--- config.mk ---
export PLATFORM = sky130hd
export DESIGN_NAME = event_encoder
export DESIGN_NICKNAME = d
export VERILOG_FILES = /design/src/rtl/enc_pkg.sv /design/src/rtl/prio_sel.sv /design/src/rtl/event_encoder.sv
export SDC_FILE = /design/constraint.sdc
export NUM_CORES = 1
export LEC_CHECK = 0
export CAP_MARGIN = 25
export CORE_UTILIZATION = 40
export CTS_CLUSTER_DIAMETER = 120
export DETAILED_ROUTE_END_ITERATION = 7
export PLACE_DENSITY = 0.7
export SYNTH_ARGS = -nofsm -noshare
export SYNTH_HDL_FRONTEND = slang
export SYNTH_SLANG_ARGS = --single-unit
--- constraint.sdc ---
create_clock -name clk -period 3.7 [get_ports clk]
set_clock_uncertainty 0.15 [all_clocks]
set_input_delay 0.74 -clock clk [delete_from_list [all_inputs] [get_ports clk]]
set_output_delay 0.74 -clock clk [all_outputs]
set_load 0.005 [all_outputs]
--- src/rtl/enc_pkg.sv ---
// Shared constants, FSM state type and onehot/index helpers for the event encoder.
package enc_pkg;

  localparam int unsigned NUM_REQ = 8;
  localparam int unsigned CODE_W  = 3;

  typedef enum logic {
    IDLE    = 1'b0,
    PRESENT = 1'b1
  } state_e;

  function automatic logic [NUM_REQ-1:0] idx2onehot(input logic [CODE_W-1:0] idx);
    return NUM_REQ'(1) << idx;
  endfunction

  // Assumes at most one bit set; an all-zero vector maps to index 0.
  function automatic logic [CODE_W-1:0] onehot2idx(input logic [NUM_REQ-1:0] oh);
    logic [CODE_W-1:0] r;
    r = '0;
    for (int i = 0; i < NUM_REQ; i++) begin
      if (oh[i]) r = r | CODE_W'(i);
    end
    return r;
  endfunction

endpackage

--- src/rtl/prio_sel.sv ---
// Combinational rotating priority selector: lowest set bit at or after 'start', wrapping.
module prio_sel
  import enc_pkg::*;
(
  input  logic [NUM_REQ-1:0] vec,
  input  logic [CODE_W-1:0]  start,
  output logic               any,
  output logic [CODE_W-1:0]  idx
);

  logic [NUM_REQ-1:0] rot;
  logic [NUM_REQ-1:0] low;

  always_comb begin
    // Rotate so that bit 'start' lands at position 0, then isolate the lowest set bit.
    rot = NUM_REQ'({vec, vec} >> start);
    low = rot & (~rot + NUM_REQ'(1));
    any = |vec;
    idx = start + onehot2idx(low);
  end

endmodule

--- src/rtl/event_encoder.sv ---
// Captures multi-hot event lines into a pending vector and presents them one code at a time.
// Build option: define ENC_ROUND_ROBIN_EN for round-robin arbitration (fixed lowest-index priority otherwise).
module event_encoder
  import enc_pkg::*;
(
  input  logic               clk,
  input  logic               rst_n,
  input  logic               en,
  input  logic [NUM_REQ-1:0] req,
  input  logic               ready,
  output logic [CODE_W-1:0]  code,
  output logic               valid,
  output logic [NUM_REQ-1:0] pending,
  output logic               overflow
);

  state_e             state_q, state_d;
  logic [NUM_REQ-1:0] pending_q, pending_d;
  logic [CODE_W-1:0]  code_q, code_d;
  logic               valid_q, valid_d;
  logic               overflow_q, overflow_d;

  logic               xfer;
  logic [NUM_REQ-1:0] clr;
  logic [NUM_REQ-1:0] cap;
  logic [NUM_REQ-1:0] sel_vec;
  logic [CODE_W-1:0]  sel_start;
  logic               sel_any;
  logic [CODE_W-1:0]  sel_idx;

`ifdef ENC_ROUND_ROBIN_EN
  logic [CODE_W-1:0]  last_q, last_d;

  always_comb begin
    last_d    = xfer ? code_q : last_q;
    sel_start = last_q + CODE_W'(1);
  end

  always_ff @(posedge clk or negedge rst_n) begin
    if (!rst_n) last_q <= CODE_W'(NUM_REQ - 1);
    else        last_q <= last_d;
  end
`else
  assign sel_start = '0;
`endif

  // Pending bookkeeping; a same-cycle clear and re-request keeps the bit as a fresh event.
  always_comb begin
    xfer       = valid_q && ready;
    clr        = xfer ? idx2onehot(code_q) : '0;
    cap        = en ? req : '0;
    pending_d  = (pending_q & ~clr) | cap;
    overflow_d = |(cap & pending_q & ~clr);
    sel_vec    = pending_q & ~clr;
  end

  prio_sel u_prio_sel (
    .vec   (sel_vec),
    .start (sel_start),
    .any   (sel_any),
    .idx   (sel_idx)
  );

  always_comb begin
    state_d = state_q;
    code_d  = code_q;
    valid_d = valid_q;
    case (state_q)
      IDLE: begin
        if (sel_any) begin
          code_d  = sel_idx;
          valid_d = 1'b1;
          state_d = PRESENT;
        end
      end
      PRESENT: begin
        if (xfer) begin
          if (sel_any) begin
            code_d = sel_idx;
          end else begin
            valid_d = 1'b0;
            state_d = IDLE;
          end
        end
      end
      default: begin
        valid_d = 1'b0;
        state_d = IDLE;
      end
    endcase
  end

  always_ff @(posedge clk or negedge rst_n) begin
    if (!rst_n) begin
      state_q    <= IDLE;
      pending_q  <= '0;
      code_q     <= '0;
      valid_q    <= 1'b0;
      overflow_q <= 1'b0;
    end else begin
      state_q    <= state_d;
      pending_q  <= pending_d;
      code_q     <= code_d;
      valid_q    <= valid_d;
      overflow_q <= overflow_d;
    end
  end

  assign code     = code_q;
  assign valid    = valid_q;
  assign pending  = pending_q;
  assign overflow = overflow_q;

endmodule

==> run metrics <==
outcome completed; Post-route DRC 0; crit start category primary input; postcts setup bufs 0; PortBufs 24; initial cell density of the core 42.3%; DIE HEIGHT about 48 um; clock buffer count from CTS 3; number of synthesized flops with an enable pin 0; Final Cycle Share roughly two thirds; depth of the CTS H-tree 1; peak supply drop 0.144 mV; dpl cell area ~0.0011 mm^2; Slew headroom 58.9%; pwr/cell area 253 mW/mm^2; synthesis-stage register bit count 14; Routability Congestion 0.817; Final TNS setup 0 ps; DP HPWL around 1500 um; syn_area_per_cell ~10 um^2; via/cell ratio 5.38; final net count 122; post-synthesis cell type count 36; Die Wd approximately 48 um; ys async rst share 100%; Hold-fix buffers, CTS 0; Fin. Hold Viols 0; Synth Instances 83; Syn Std Cell Area roughly 830 um^2; Worst-path clk slew 90 ps; Clock Latency Late Sink 270 ps; area delta synth->final 36.3%; Hold WS 346 ps; maximum root-to-sink buffer count 2; row cnt 16; Peak Freq 0.405 GHz; arrival time worst endpoint 2460 ps; Synth Flop Type dfrtp_1; GRT Total Usage 19.1%; Hold Path Class reg -> reg; CP Cell Sequence clkdlybuf4s50_1, nand2_1, o41ai_4, nand4_4, o31ai_2, a22oi_1; first-pass GRT wire length 2990 um; Final ANT Viol Nets 0; critical path data required time 3690 ps; Least-Margin Pin Slew roughly 610 ps; warning count from the yosys run 0; layout cells sized above 1 11.9%; clk sinks 14; DR vias 732; Leak between 0.4 and 0.5 nW; Seq/Total Area, Yosys 42.2%; final number of setup-violating endpoints 0; initial antenna violation count 0; slowest stage cell, crit path clkdlybuf4s50_1; total power 0.286 mW; fin area 0.00113 mm^2; final WL roughly 1900 um; CP Capture Type flip-flop; Iter 0 DRT Violations 10; Setup Crit Path Kind in -> reg; pin count of the biggest net entering global routing 15; pins over their slew limit 0; worst setup margin ~1200 ps; PostCTS Resize Cnt 0; 1st-pass router iterations 4; Max FO, Critical Path 5; CTS tree yes; # fillers around 200; max cap viols 0; Die Area between 0.002 and 0.0025 mm^2; Clock Root Buffer clkbuf_4; core area just under 0.002 mm^2; Antenna diodes 0; RSZ-0062 raised after global routing false; max incr delay on CP about 520 ps; pre-CTS WS 956 ps; Top Ports 25; wire per inst ~14 um; vias in the first global route 628; Overflow after GRT 0; Final min period 2470 ps; syn_nets 95
-- synth_stat cells (2+ instances only) --
master     n  area share (%)
nand2_1   16             7.2
dfrtp_1   14              42
inv_1      7             3.2
a21o_1     3             2.7
a31oi_1    3             2.3
o21a_1     3             2.7
a221oi_1   2             2.1
a22oi_1    2             1.8
nor2_1     2            0.90
nor3_1     2             1.2
o21ai_2    2             2.1
o22ai_1    2             1.5
o31ai_1    2             1.8
-- final timing paths --
kind | depth (start not counted) | start | endpoint | slack (ps)
max | 6 | ready | code[2] | 1230
min | 1 | state_q | valid | 350
max reg2reg | 5 | code[1] | code[2] | 1670
min reg2reg | 1 | state_q | valid | 350
max in group asynchronous | 1 | rst_n | code[0] | 2310
min in group asynchronous | 1 | rst_n | state_q | 690
-- worst max-delay path, delay by kind of cell --
kind | cells | cell delay, ps
AO/OA/AOI/OAI | 3 | 840
buffers and inverters | 1 | 520
AND/OR/NAND/NOR | 2 | 350
-- metrics by stage --
stage               std cells  utilization (%)
finish                    136             57.7
global route              136             57.7
CTS                       136             57.7
detailed placement        132             55.9
global placement          132             55.9
floorplan                  83                -
-- cell usage in the layout, fill, tap and decap left out, drive strengths merged, types with 2 or more instances in the layout --
cell | synthesis | layout
nor3 | 2 | 2
o31ai | 4 | 4
o22ai | 2 | 2
clkbuf | 0 | 4
a2bb2oi | 2 | 2
a221oi | 2 | 2
a22oi | 2 | 2
a21o | 3 | 3
nor2 | 2 | 2
o21a | 3 | 3
nand2b | 2 | 2
inv | 7 | 7
o21ai | 4 | 4
clkdlybuf4s50 | 0 | 24
o41ai | 2 | 2
nand2 | 16 | 16
dfrtp | 14 | 14
a31oi | 3 | 3
-- per-layer routing --
layer / up-vias / share of wire (%) / global-route usage, %
met4: 0 / 0 / 5.00
met3: 0 / 2.0 / 2.26
met1: 359 / 48 / 26.9
li1: 362 / - / -
met5: - / 0 / 0
met2: 11 / 50 / 31.2
-- logic make-up after synthesis --
| kind of cell | Yosys count | synth area share [%] |
|---|---|---|
| DFF | 14 | 42.2 |
| AOI/OAI and AO/OA | 31 | 34.6 |
| buffers and inverters | 9 | 4.22 |
| muxes | 1 | 1.20 |
| and+or+nand+nor | 28 | 17.8 |
-- flip-flops by register name, indices dropped and copies added, names as in the netlist --
| register | count |
|---|---|
| pending | 8 |
| code | 3 |
| state_q | 1 |
| valid | 1 |
| overflow | 1 |
-- power breakdown --
part / total, mW / internal (mW) / switching [mW]
registers: 0.154 / 0.153 / 0.000119
logic: 0.0223 / 0.0131 / 0.00919
clock network: 0.110 / 0.0598 / 0.0503
-- cell type report --
class                      instances  area (um^2)  area share (%)
tap                               27         33.8            2.98
inverter                           7         26.3            2.32
sequential                        14          350            30.9
multi-input combinational         60          445            39.3
timing repair buffer              24          240            21.2
clock buffer                       4         36.3            3.20
No activity file was read; power rests on OpenSTA's default activity.
